===== config.mk =====
export PLATFORM = sky130hd
export DESIGN_NAME = atm_pin_auth_flat
export DESIGN_NICKNAME = d
export VERILOG_FILES = /design/src/rtl/atm_pkg.sv /design/src/rtl/atm_pin_auth_if.sv /design/src/rtl/atm_pin_table.sv /design/src/rtl/atm_pin_auth.sv /design/src/flat_wrapper.sv
export SDC_FILE = /design/constraint.sdc
export NUM_CORES = 1
export LEC_CHECK = 0
export ABC_AREA = 1
export BUFFER_PORTS_ARGS = -buffer_cell sky130_fd_sc_hd__buf_2
export CORE_UTILIZATION = 60
export DETAILED_ROUTE_END_ITERATION = 7
export PLACE_DENSITY = 0.8
export SLEW_MARGIN = 10
export SYNTH_ARGS = -nofsm -noshare
export SYNTH_HDL_FRONTEND = slang
export SYNTH_HIERARCHICAL = 1
export SYNTH_SLANG_ARGS = --single-unit

===== constraint.sdc =====
create_clock -name clk -period 6.1 [get_ports clk]
set_input_delay 0.61 -clock clk [delete_from_list [all_inputs] [get_ports clk]]
set_output_delay 0.61 -clock clk [all_outputs]
set_load 0.005 [all_outputs]

===== src/rtl/atm_pkg.sv =====
// Shared definitions for the ATM card/PIN authentication and transaction blocks:
// default widths, FSM state encoding and the constant account / default-PIN tables.
package atm_pkg;

  localparam int ACCT_W_DEF = 17;
  localparam int PIN_W_DEF  = 17;
  localparam int MAX_ACCTS  = 16;

  typedef enum logic [2:0] {
    ST_IDLE     = 3'd0,
    ST_LOOKUP   = 3'd1,
    ST_WAIT_PIN = 3'd2,
    ST_CHECK    = 3'd3,
    ST_AUTH     = 3'd4,
    ST_LOCKED   = 3'd5,
    ST_EJECT    = 3'd6
  } state_t;

  localparam logic [ACCT_W_DEF-1:0] ACCT_NO [MAX_ACCTS] = '{
    17'h0A5C0, 17'h0A6F7, 17'h0A82E, 17'h0A965,
    17'h0AA9C, 17'h0ABD3, 17'h0AD0A, 17'h0AE41,
    17'h0AF78, 17'h0B0AF, 17'h0B1E6, 17'h0B31D,
    17'h0B454, 17'h0B58B, 17'h0B6C2, 17'h0B7F9
  };

  localparam logic [PIN_W_DEF-1:0] DEFAULT_PIN [MAX_ACCTS] = '{
    17'h04D20, 17'h05E31, 17'h06F42, 17'h08053,
    17'h09164, 17'h0A275, 17'h0B386, 17'h0C497,
    17'h0D5A8, 17'h0E6B9, 17'h0F7CA, 17'h108DB,
    17'h119EC, 17'h12AFD, 17'h13C0E, 17'h14D1F
  };

endpackage


===== src/rtl/atm_pin_auth_if.sv =====
// Card-reader / keypad / ATM-side signals of the PIN authentication stage.
interface atm_pin_auth_if #(
  parameter int ACCT_W = 17,
  parameter int PIN_W  = 17
);
  logic              card_in;
  logic [ACCT_W-1:0] acct_no;
  logic              pin_valid;
  logic [PIN_W-1:0]  pin_entry;
  logic              pin_upd_valid;
  logic [PIN_W-1:0]  pin_upd_value;
  logic              session_end;
  logic              auth_ok;
  logic              auth_fail;
  logic              card_locked;
  logic              card_eject;
  logic [2:0]        tries_left;
  logic [3:0]        acct_idx;

  modport master (
    output card_in, acct_no, pin_valid, pin_entry, pin_upd_valid, pin_upd_value, session_end,
    input  auth_ok, auth_fail, card_locked, card_eject, tries_left, acct_idx
  );

  modport slave (
    input  card_in, acct_no, pin_valid, pin_entry, pin_upd_valid, pin_upd_value, session_end,
    output auth_ok, auth_fail, card_locked, card_eject, tries_left, acct_idx
  );
endinterface


===== src/rtl/atm_pin_table.sv =====
// Per-account PIN storage and permanent lock bits; synchronous write, combinational read.
module atm_pin_table
  import atm_pkg::*;
#(
  parameter int NUM_ACCTS = 4,
  parameter int PIN_W     = PIN_W_DEF
) (
  input  logic                 clk,
  input  logic                 reset,
  input  logic                 i_wr_en,
  input  logic [3:0]           i_wr_idx,
  input  logic [PIN_W-1:0]     i_wr_pin,
  input  logic                 i_lock_en,
  input  logic [3:0]           i_lock_idx,
  input  logic [3:0]           i_rd_idx,
  output logic [PIN_W-1:0]     o_rd_pin,
  output logic [NUM_ACCTS-1:0] o_locked
);
  logic [PIN_W-1:0]     r_pin [NUM_ACCTS];
  logic [NUM_ACCTS-1:0] r_locked;

  always_ff @(posedge clk) begin
    for (int i = 0; i < NUM_ACCTS; i++) begin
      if (!reset) begin
        r_pin[i]    <= PIN_W'(DEFAULT_PIN[i]);
        r_locked[i] <= 1'b0;
      end else begin
        if (i_wr_en && (i_wr_idx == 4'(i))) r_pin[i] <= i_wr_pin;
        if (i_lock_en && (i_lock_idx == 4'(i))) r_locked[i] <= 1'b1;
      end
    end
  end

  // Mux-based read keeps out-of-range indices harmless for non power-of-two tables.
  always_comb begin
    o_rd_pin = '0;
    for (int i = 0; i < NUM_ACCTS; i++) begin
      if (i_rd_idx == 4'(i)) o_rd_pin = r_pin[i];
    end
  end

  assign o_locked = r_locked;

endmodule


===== src/rtl/atm_pin_auth.sv =====
// Card/PIN authentication stage: account lookup, PIN attempts with lockout and
// entry timeout, and the session grant (auth_ok) that gates the ATM transaction FSM.
module atm_pin_auth
  import atm_pkg::*;
#(
  parameter int NUM_ACCTS   = 4,
  parameter int ACCT_W      = ACCT_W_DEF,
  parameter int PIN_W       = PIN_W_DEF,
  parameter int MAX_TRIES   = 3,
  parameter int TIMEOUT_CYC = 1000
) (
  input logic           clk,
  input logic           reset,
  atm_pin_auth_if.slave auth_bus
);
  localparam int               TMR_W      = $clog2(TIMEOUT_CYC);
  localparam logic [2:0]       TRIES_INIT = 3'(MAX_TRIES);
  localparam logic [TMR_W-1:0] TMR_LAST   = TMR_W'(TIMEOUT_CYC - 1);

  state_t               r_state, w_state_next;
  logic                 r_card_prev;
  logic [ACCT_W-1:0]    r_acct;
  logic [PIN_W-1:0]     r_pin_try;
  logic [3:0]           r_acct_idx, w_acct_idx_next;
  logic [2:0]           r_tries, w_tries_next, w_tries_dec;
  logic [TMR_W-1:0]     r_timer, w_timer_next;
  logic [NUM_ACCTS-1:0] w_match, w_locked;
  logic                 w_hit, w_hit_locked;
  logic [3:0]           w_hit_idx;
  logic [PIN_W-1:0]     w_stored_pin;
  logic                 w_pin_ok, w_card_rise, w_card_fall;
  logic                 w_lock_en, w_wr_en;

  assign w_card_rise = auth_bus.card_in & ~r_card_prev;
  assign w_card_fall = ~auth_bus.card_in & r_card_prev;
  assign w_pin_ok    = (r_pin_try == w_stored_pin);
  assign w_wr_en     = (r_state == ST_AUTH) && auth_bus.pin_upd_valid;
  assign w_tries_dec = (r_tries != 3'd0) ? (r_tries - 3'd1) : 3'd0;

  generate
    for (genvar gi = 0; gi < NUM_ACCTS; gi++) begin : g_match
      assign w_match[gi] = (r_acct == ACCT_W'(ACCT_NO[gi]));
    end
  endgenerate

  // Scan downward so the lowest matching index is the one left standing.
  always_comb begin
    w_hit        = 1'b0;
    w_hit_idx    = '0;
    w_hit_locked = 1'b0;
    for (int i = NUM_ACCTS - 1; i >= 0; i--) begin
      if (w_match[i]) begin
        w_hit        = 1'b1;
        w_hit_idx    = 4'(i);
        w_hit_locked = w_locked[i];
      end
    end
  end

  atm_pin_table #(.NUM_ACCTS(NUM_ACCTS), .PIN_W(PIN_W)) u_pin_table (
    .clk        (clk),
    .reset      (reset),
    .i_wr_en    (w_wr_en),
    .i_wr_idx   (r_acct_idx),
    .i_wr_pin   (auth_bus.pin_upd_value),
    .i_lock_en  (w_lock_en),
    .i_lock_idx (r_acct_idx),
    .i_rd_idx   (r_acct_idx),
    .o_rd_pin   (w_stored_pin),
    .o_locked   (w_locked)
  );

  always_comb begin
    w_state_next    = r_state;
    w_acct_idx_next = r_acct_idx;
    w_tries_next    = r_tries;
    w_timer_next    = r_timer;
    w_lock_en       = 1'b0;
    case (r_state)
      ST_IDLE: if (w_card_rise) w_state_next = ST_LOOKUP;
      ST_LOOKUP: begin
        w_acct_idx_next = w_hit_idx;
        if (!w_hit) begin
          w_state_next = ST_EJECT;
        end else if (w_hit_locked) begin
          w_state_next = ST_LOCKED;
        end else begin
          w_tries_next = TRIES_INIT;
          w_timer_next = '0;
          w_state_next = ST_WAIT_PIN;
        end
      end
      ST_WAIT_PIN: begin
        if (auth_bus.pin_valid)       w_state_next = ST_CHECK;
        else if (r_timer == TMR_LAST) w_state_next = ST_EJECT;
        else                          w_timer_next = r_timer + 1'b1;
      end
      ST_CHECK: begin
        if (w_pin_ok) begin
          w_state_next = ST_AUTH;
        end else begin
          w_tries_next = w_tries_dec;
          if (w_tries_dec == 3'd0) begin
            w_lock_en    = 1'b1;
            w_state_next = ST_LOCKED;
          end else begin
            w_timer_next = '0;
            w_state_next = ST_WAIT_PIN;
          end
        end
      end
      ST_AUTH:   if (auth_bus.session_end) w_state_next = ST_EJECT;
      ST_LOCKED: w_state_next = ST_EJECT;
      ST_EJECT:  w_state_next = ST_IDLE;
      default:   w_state_next = ST_IDLE;
    endcase
    // Pulling the card aborts silently; a lock earned on the last attempt still sticks.
    if (w_card_fall && (r_state != ST_IDLE) && (r_state != ST_EJECT)) begin
      w_state_next = ST_IDLE;
    end
  end

  always_ff @(posedge clk) begin
    if (!reset) begin
      r_state     <= ST_IDLE;
      r_card_prev <= 1'b0;
      r_acct      <= '0;
      r_pin_try   <= '0;
      r_acct_idx  <= '0;
      r_tries     <= TRIES_INIT;
      r_timer     <= '0;
    end else begin
      r_state     <= w_state_next;
      r_card_prev <= auth_bus.card_in;
      r_acct_idx  <= w_acct_idx_next;
      r_tries     <= w_tries_next;
      r_timer     <= w_timer_next;
      if ((r_state == ST_IDLE) && w_card_rise) r_acct <= auth_bus.acct_no;
      if ((r_state == ST_WAIT_PIN) && auth_bus.pin_valid) r_pin_try <= auth_bus.pin_entry;
    end
  end

  assign auth_bus.auth_ok     = (r_state == ST_AUTH);
  assign auth_bus.auth_fail   = (r_state == ST_CHECK) && !w_pin_ok;
  assign auth_bus.card_locked = (r_state == ST_LOCKED);
  assign auth_bus.card_eject  = (r_state == ST_EJECT);
  assign auth_bus.tries_left  = (r_state == ST_IDLE) ? 3'd0 : r_tries;
  assign auth_bus.acct_idx    = (r_state == ST_IDLE) ? 4'd0 : r_acct_idx;

endmodule


===== src/flat_wrapper.sv =====
// flat-port wrapper written by rule: the top's interface ports become plain ports
module atm_pin_auth_flat import atm_pkg::*;
#(
  parameter int NUM_ACCTS   = 4,
  parameter int ACCT_W      = ACCT_W_DEF,
  parameter int PIN_W       = PIN_W_DEF,
  parameter int MAX_TRIES   = 3,
  parameter int TIMEOUT_CYC = 1000
)
  (clk, reset, auth_bus_card_in, auth_bus_acct_no, auth_bus_pin_valid, auth_bus_pin_entry, auth_bus_pin_upd_valid, auth_bus_pin_upd_value, auth_bus_session_end, auth_bus_auth_ok, auth_bus_auth_fail, auth_bus_card_locked, auth_bus_card_eject, auth_bus_tries_left, auth_bus_acct_idx);
  atm_pin_auth_if #(.ACCT_W(ACCT_W), .PIN_W(PIN_W)) auth_bus_i ();
  input logic clk;
  input logic reset;
  input wire logic [$bits(auth_bus_i.card_in)-1:0] auth_bus_card_in;
  input wire logic [$bits(auth_bus_i.acct_no)-1:0] auth_bus_acct_no;
  input wire logic [$bits(auth_bus_i.pin_valid)-1:0] auth_bus_pin_valid;
  input wire logic [$bits(auth_bus_i.pin_entry)-1:0] auth_bus_pin_entry;
  input wire logic [$bits(auth_bus_i.pin_upd_valid)-1:0] auth_bus_pin_upd_valid;
  input wire logic [$bits(auth_bus_i.pin_upd_value)-1:0] auth_bus_pin_upd_value;
  input wire logic [$bits(auth_bus_i.session_end)-1:0] auth_bus_session_end;
  output wire logic [$bits(auth_bus_i.auth_ok)-1:0] auth_bus_auth_ok;
  output wire logic [$bits(auth_bus_i.auth_fail)-1:0] auth_bus_auth_fail;
  output wire logic [$bits(auth_bus_i.card_locked)-1:0] auth_bus_card_locked;
  output wire logic [$bits(auth_bus_i.card_eject)-1:0] auth_bus_card_eject;
  output wire logic [$bits(auth_bus_i.tries_left)-1:0] auth_bus_tries_left;
  output wire logic [$bits(auth_bus_i.acct_idx)-1:0] auth_bus_acct_idx;
  assign auth_bus_i.card_in = auth_bus_card_in;
  assign auth_bus_i.acct_no = auth_bus_acct_no;
  assign auth_bus_i.pin_valid = auth_bus_pin_valid;
  assign auth_bus_i.pin_entry = auth_bus_pin_entry;
  assign auth_bus_i.pin_upd_valid = auth_bus_pin_upd_valid;
  assign auth_bus_i.pin_upd_value = auth_bus_pin_upd_value;
  assign auth_bus_i.session_end = auth_bus_session_end;
  assign auth_bus_auth_ok = auth_bus_i.auth_ok;
  assign auth_bus_auth_fail = auth_bus_i.auth_fail;
  assign auth_bus_card_locked = auth_bus_i.card_locked;
  assign auth_bus_card_eject = auth_bus_i.card_eject;
  assign auth_bus_tries_left = auth_bus_i.tries_left;
  assign auth_bus_acct_idx = auth_bus_i.acct_idx;
  atm_pin_auth #(.NUM_ACCTS(NUM_ACCTS), .ACCT_W(ACCT_W), .PIN_W(PIN_W), .MAX_TRIES(MAX_TRIES), .TIMEOUT_CYC(TIMEOUT_CYC)) u_core (.clk(clk), .reset(reset), .auth_bus(auth_bus_i));
endmodule

==> results.md, run 1 <==
- Setup Buffers After CTS: 0
- Port-buffer cells: 65
- Worst-Margin Slew: 0.950 ns
- Total negative slack: 0 ns
- Clock root cell: clkbuf_8
- Fin. Hold Viols: 0
- Max Fanout on Critical Path: 17
- CTS tree: yes
- R2R Setup Slk: 2.95 ns
- Final WL: 14.6 mm
- Pins Over Slew Limit: 0
- Critical path class: reg -> out
- Cell Pwr Density: 352 nW/um2
- Yosys Warn Count: 6
- Critical path data arrival time: 3.09 ns
- Post-DP HPWL: 9.48 mm
- Worst Reg-to-Reg Cells: 14
- Reg2reg end: u_core/r_tries[0]$_SDFFE_PN1P_
- Post-cts sizing count: 0
- Top_reg_cell synth: edfxtp_1
- Fmax achieved: 0.270 GHz
- Die area: 10800 um2
- Post-synth ARST share: 0
- Worst R2R Start: u_core/r_acct_idx[0]$_SDFFE_PN0P_
- I/O pin count: 68
- Synth Cell Area: 6250 um2
- Synth Register Bits: 125
- FILL cells: 769
- Min Tclk post-route: 3.70 ns
- Routability cong.: 0.867
- Rows: 36
- Final non-filler cell total: 955
- Layout Skew: 0.0100 ns
- Max-Cap Viols: 0
- DR iter-0 viols: 522
- Status: complete, no violations
- CTS Buf Count: 17
- Global-route wire length before repair: 24.2 mm
- CTS sink cnt: 125
- Leakage power: 2.86 nW
- Initial antenna violation count: 0
- CP Capture Type: output port
- Post-synthesis average cell area: 8.34 um2
- Share of layout cells above drive strength 1: 0.176
- Worst EP required: 5.49 ns
- Tcrit/Tclk final: 0.607
- DRT antenna net count: 0
- Pin count of the biggest net entering global routing: 69
- Dpl cells: 923
- Via count: 5321
- Number of global-route vias before repair: 5149
- Max_slew headroom: 0.365
- Initial Utilization: 0.628
- Peak supply drop: 0.199 mV
- Gr usage total: 0.280
- Detail-routed via count per cell: 5.57
- Router iterations before antenna repair: 6
- Crit. Startpoint: u_core/r_acct_idx[0]$_SDFFE_PN0P_
- RSZ-0062 raised after global routing: no
- CORE AREA: 9950 um2
- Die Ht: 104 um
- Cell count of the worst hold path: 3
- Max clock buf depth: 2
- Nets: 869
- CP endpoint: auth_bus_auth_fail
- Post-synthesis cell count: 750
- GR Overflow Total: 0
- Wirelength per Cell: 15.3 um
- Final setup fails: 0
- CTS clk-pin slew, worst paths: 0.06 ns
- Setup crit start kind: flop
- CTS H-tree lvls: 4
- Sequential element share of the synthesized area: 0.509
- Chip width: 104 um
- EDFF count, synth: 68
- DR DRC count: 0
- Worst hold path type: in -> reg
- Ant. Diodes: 0
- Unique cell type count in the Yosys netlist: 41
- Area delta synth->final: 14.3%
- Hold_buf cts: 0
- Clock latency on the worst-skew pair: 0.51 ns
-- critical path, stage by stage (launching register included) --
cell	delay, ns
dfxtp_1	0.50
nor2_2	0.73
nand3_1	0.19
nand4_1	0.20
xor2_1	0.09
nor2_1	0.10
nand2_1	0.07
nor2_1	0.20
nand3_1	0.19
nand2_1	0.13
inv_1	0.06
buf_2	0.12
-- state kept, by name (all words and copies together), names as in the netlist --
signal                       cells
u_core/r_tries                   3
u_core/u_pin_table/o_locked      4
u_core/u_pin_table/r_pin        68
u_core/r_timer                  10
u_core/r_pin_try                17
u_core/r_acct_idx                2
u_core/r_state                   3
u_core/r_card_prev               1
u_core/r_acct                   17
-- cell usage after synthesis (all sizes together) (6+ instances only) --
master / instances / area share
nand3: 92 / 0.075
dfxtp: 57 / 0.18
nand4: 42 / 0.051
edfxtp: 68 / 0.33
inv: 89 / 0.053
a21oi: 39 / 0.032
xnor2: 11 / 0.015
o21ai: 37 / 0.030
nor2: 138 / 0.096
nand2: 118 / 0.073
buf: 23 / 0.024
clkbuf: 9 / 0.0054
xor2: 6 / 0.0084
-- cell families after synthesis --
group,after synthesis,share of synthesized area
AND/OR/NAND/NOR,403,0.311
flip-flops,125,0.509
buffers and inverters,122,0.0838
AO/OA/AOI/OAI,79,0.0652
XOR/XNOR,17,0.0238
adder cells (fa/ha/maj),3,0.00600
other,1,0.000600
-- per-stage QoR --
step	hold WS, ns	cell area (um2)	setup WS, ns	util	total power, mW
after detailed placement	0.442	6580	2.98	0.661	1.56
after floorplan	0.425	6280	3.61	-	1.45
final	0.321	7140	2.40	0.718	2.51
after global routing	0.333	7140	2.17	0.718	2.63
after CTS	0.309	7140	2.40	0.718	2.51
after global placement	0.439	6580	3.09	0.661	1.54
-- placed cells by master (no fill, tap or decap), drive strengths merged, types with 2 or more instances in the layout --
cell      count
inv          90
nor3          4
clkbuf       22
nand3        92
xor2          6
buf          65
edfxtp       68
nand4        42
conb          8
o21ai        37
nand3b        3
dfxtp        57
ha            3
xnor2        11
a21oi        39
nor2        138
nand2       118
bufinv        2
clkinvlp      4
clkinv        4
-- power breakdown --
part / internal, mW / switching, mW / leakage (nW)
registers: 0.971 / 0.0718 / 1.07
clock network: 0.592 / 0.360 / 0.262
logic: 0.167 / 0.351 / 1.53
total: 1.73 / 0.783 / 2.86
-- per-layer routing --
layer	global-route usage	up-vias	routed length (um)
met5	0	-	0
met4	0.0990	0	254
met3	0.0520	32	934
met2	0.485	213	7320
met1	0.351	2477	6110
li1	-	2599	-
-- layout make-up --
| type | count | area [um2] | area share |
|---|---|---|---|
| clock buffers | 22 | 443 | 0.0620 |
| clock inverters | 10 | 118 | 0.0165 |
| inverters | 90 | 338 | 0.0473 |
| multi-input cells | 510 | 2570 | 0.360 |
| flip-flops and latches | 125 | 3180 | 0.446 |
| well taps | 133 | 166 | 0.0233 |
| repair buffers | 65 | 325 | 0.0455 |
-- worst min path at each step --
| stage | from | to | slack, ns |
|---|---|---|---|
| 2_1_floorplan | u_core/u_pin_table/o_locked[1]$_SDFFE_PN0P_ | u_core/u_pin_table/o_locked[1]$_SDFFE_PN0P_ | 0.42 |
| 3_3_place_gp | u_core/u_pin_table/o_locked[0]$_SDFFE_PN0P_ | u_core/u_pin_table/o_locked[0]$_SDFFE_PN0P_ | 0.44 |
| 3_5_place_dp | u_core/u_pin_table/o_locked[1]$_SDFFE_PN0P_ | u_core/u_pin_table/o_locked[1]$_SDFFE_PN0P_ | 0.44 |
| 4_1_cts | auth_bus_card_in | u_core/r_card_prev$_SDFF_PN0_ | 0.31 |
| 5_1_grt | auth_bus_pin_entry[2] | u_core/r_pin_try[2]$_SDFFE_PN0P_ | 0.33 |
| 6_report | auth_bus_pin_entry[4] | u_core/r_pin_try[4]$_SDFFE_PN0P_ | 0.32 |
(Power assumes the default switching activity.)
==> run 2, diff against run 1 <==
--- a/config.mk
+++ b/config.mk
@@ -7,9 +7,9 @@
 export LEC_CHECK = 0
 export ABC_AREA = 1
 export BUFFER_PORTS_ARGS = -buffer_cell sky130_fd_sc_hd__buf_2
-export CORE_UTILIZATION = 60
+export CORE_UTILIZATION = 59
 export DETAILED_ROUTE_END_ITERATION = 7
-export PLACE_DENSITY = 0.8
+export PLACE_DENSITY = 0.79
 export SLEW_MARGIN = 10
 export SYNTH_ARGS = -nofsm -noshare
 export SYNTH_HDL_FRONTEND = slang
==> constraint.sdc (replaced) <==
create_clock -name clk -period 3.8 [get_ports clk]
set_input_delay 0.38 -clock clk [delete_from_list [all_inputs] [get_ports clk]]
set_output_delay 0.38 -clock clk [all_outputs]
set_load 0.005 [all_outputs]
==> results.md, run 2 (synthesis gave the netlist of run 1 again) <==
- Place WS: 0.814 ns (-2.16 ns)
- Post-cts sizing count: 0 (unchanged)
- Worst EP required: 3.42 ns (-2.07 ns)
- Biggest register: u_core/u_pin_table/r_pin
- Max-Cap Viols: 0 (unchanged)
- Sw Ratio: 0.305 (-0.00686)
- Initial Utilization: 0.608 (-0.0197)
- Wirelength per Cell: 15.3 um (-0.17%)
- Max reg flops: 68 (unchanged)
- RSZ-0062 raised after global routing: no
- Gr usage total: 0.289 (+0.00830)
- R2R Setup Slk: 0.73 ns (-2.22 ns)
- Worst setup margin: 0.396 ns (-2.00 ns)
- Max Fanout on Critical Path: 17 (unchanged)
- Crit. Startpoint: u_core/r_acct_idx[0]$_SDFFE_PN0P_
- Number of global-route vias before repair: 5353 (+4.0%)
- Max_slew headroom: 0.386 (+0.0209)
- Final setup fails: 0 (unchanged)
- Nets: 871 (+0.23%)
- CTS clk-pin slew, worst paths: 0.06 ns (about the same)
- Post-layout util: 0.699 (-0.0185)
- Global-route wire length before repair: 24.4 mm (+1.0%)
- Tcrit/Tclk final: 0.896
- DR iter-0 viols: 402 (-23%)
- Routability cong.: 0.832 (-4.1%)
- Hold_buf cts: 0 (unchanged)
- Critical path class: reg -> out
- Worst-Margin Slew: 0.918 ns (-0.0317 ns)
- Share of layout cells above drive strength 1: 0.177 (+0.000785)
- Total Power: 4.10 mW (+63%)
- Min Tclk post-route: 3.40 ns
- Reg2reg end: u_core/r_timer[0]$_SDFFE_PN0P_
- Leakage power: 2.89 nW (+0.90%)
- CTS H-tree lvls: 4 (unchanged)
- Detail-routed via count per cell: 5.60 (+0.56%)
- Layout Skew: 0.00662 ns (-0.00341 ns)
- Area delta synth->final: 14.9%
- Die Ht: 105 um (+0.83%)
- CP endpoint: auth_bus_auth_fail
- Sequential power share: 0.407 (-0.008)
- Hold_ws: 0.0719 ns (-0.249 ns)
- Router iterations before antenna repair: 7 (+1)
- Top flop regs: u_core/u_pin_table/r_pin: 68 flops, u_core/r_acct: 17 flops, u_core/r_pin_try: 17 flops
- Ant. Diodes: 0 (unchanged)
- Clock latency on the worst-skew pair: 0.54 ns (+0.03 ns)
- Worst hold path type: in -> reg
- Most frequent cells in the layout: nor2_1, nand2_1, nand3_1
- Total negative slack: 0 ns (unchanged)
- I/O pin count: 68 (unchanged)
- Max clock buf depth: 2 (unchanged)
- Clock Power Share: 0.388 (+0.009)
- Cell Pwr Density: 570 nW/um2 (+62%)
- CP Capture Type: output port
- Commonest non-fill, non-tap cell in the layout: nor2_1
- Worst R2R Start: u_core/r_acct_idx[0]$_SDFFE_PN0P_
- Pin count of the biggest net entering global routing: 69 (unchanged)
- Worst Reg-to-Reg Cells: 14 (unchanged)
- Clock root cell: clkbuf_8
- Rows: 37 (+2.8%)
- Status: complete, no violations
- Pins Over Slew Limit: 0 (unchanged)
- Setup Buffers After CTS: 0 (unchanged)
- Peak supply drop: 0.420 mV (+110%)
- Internal power: 2.85 mW (+65%)
- CORE AREA: 10300 um2 (+3.2%)
- Post-DP HPWL: 9.90 mm (+4.5%)
- Initial antenna violation count: 0 (unchanged)
- CTS tree: yes
- CTS sink cnt: 125 (unchanged)
- DR DRC count: 0 (unchanged)
- Fmax achieved: 0.294 GHz
- Via count: 5379 (+1.1%)
- CTS Buf Count: 17 (unchanged)
- Critical path data arrival time: 3.02 ns (-0.07 ns)
- Final WL: 14.7 mm (+0.36%)
- DRT antenna net count: 0 (unchanged)
- Setup crit start kind: flop
- Chip width: 105 um (+0.83%)
- GR Overflow Total: 0 (unchanged)
- Logic pwr share: 0.205 (about the same)
- Die area: 11000 um2 (+1.7%)
- Port-buffer cells: 65 (unchanged)
- Psw: 1.25 mW (+59%)
- Fin. Hold Viols: 0 (unchanged)
run 2: per-layer routing:
layer,part of all wire,routed length (um),GRT usage,up-vias
li1,-,-,-,2616
met5,0,0,0,-
met4,0.020,298,0.140,0
met1,0.40,5910,0.336,2533
met2,0.51,7420,0.508,200
met3,0.072,1050,0.0574,30
run 2: area by class of cell:
class	instances	area (um2)
Inverter	90	338
Tap cell	136	170
Clock buffer	22	443
Fill cell	818	3090
Clock inverter	10	140
Timing Repair Buffer	67	340
Sequential cell	125	3180
Multi-Input combinational cell	510	2570
run 2: worst min-delay path by stage:
stage / end / start / depth (start not counted)
4_1_cts: u_core/r_pin_try[13]$_SDFFE_PN0P_ / auth_bus_pin_entry[13] / 3
2_1_floorplan: u_core/u_pin_table/o_locked[1]$_SDFFE_PN0P_ / u_core/u_pin_table/o_locked[1]$_SDFFE_PN0P_ / 2
3_5_place_dp: u_core/u_pin_table/o_locked[0]$_SDFFE_PN0P_ / u_core/u_pin_table/o_locked[0]$_SDFFE_PN0P_ / 2
6_report: u_core/r_pin_try[13]$_SDFFE_PN0P_ / auth_bus_pin_entry[13] / 3
3_3_place_gp: u_core/u_pin_table/o_locked[1]$_SDFFE_PN0P_ / u_core/u_pin_table/o_locked[1]$_SDFFE_PN0P_ / 2
5_1_grt: u_core/r_pin_try[10]$_SDFFE_PN0P_ / auth_bus_pin_entry[10] / 3
run 2: power groups by stage:
stage	clock network, mW	logic [mW]	registers (mW)
CTS	1.60	0.832	1.67
global route	1.67	0.940	1.68
finish	1.59	0.840	1.67
global placement	0	0.787	1.69
floorplan	0	0.676	1.66
detailed placement	0	0.824	1.69
run 2: worst max-delay path: stages, from the launching register on:
cell and delay, ns:
dfxtp_1 0.50, nor2_2 0.73, nand3_1 0.16, nand4_1 0.18, inv_1 0.05, nand2_1 0.05
nand2_1 0.05, nor2_1 0.09, nand2_1 0.06, nor2_1 0.15, nand3_1 0.16, nand2_1 0.13
inv_1 0.06, buf_2 0.12
run 2: metrics by stage:
stage / area [um2] / cells
after floorplan: 6280 / 757
after global placement: 6600 / 928
after detailed placement: 6600 / 928
after CTS: 7190 / 960
after global routing: 7190 / 960
final: 7190 / 960
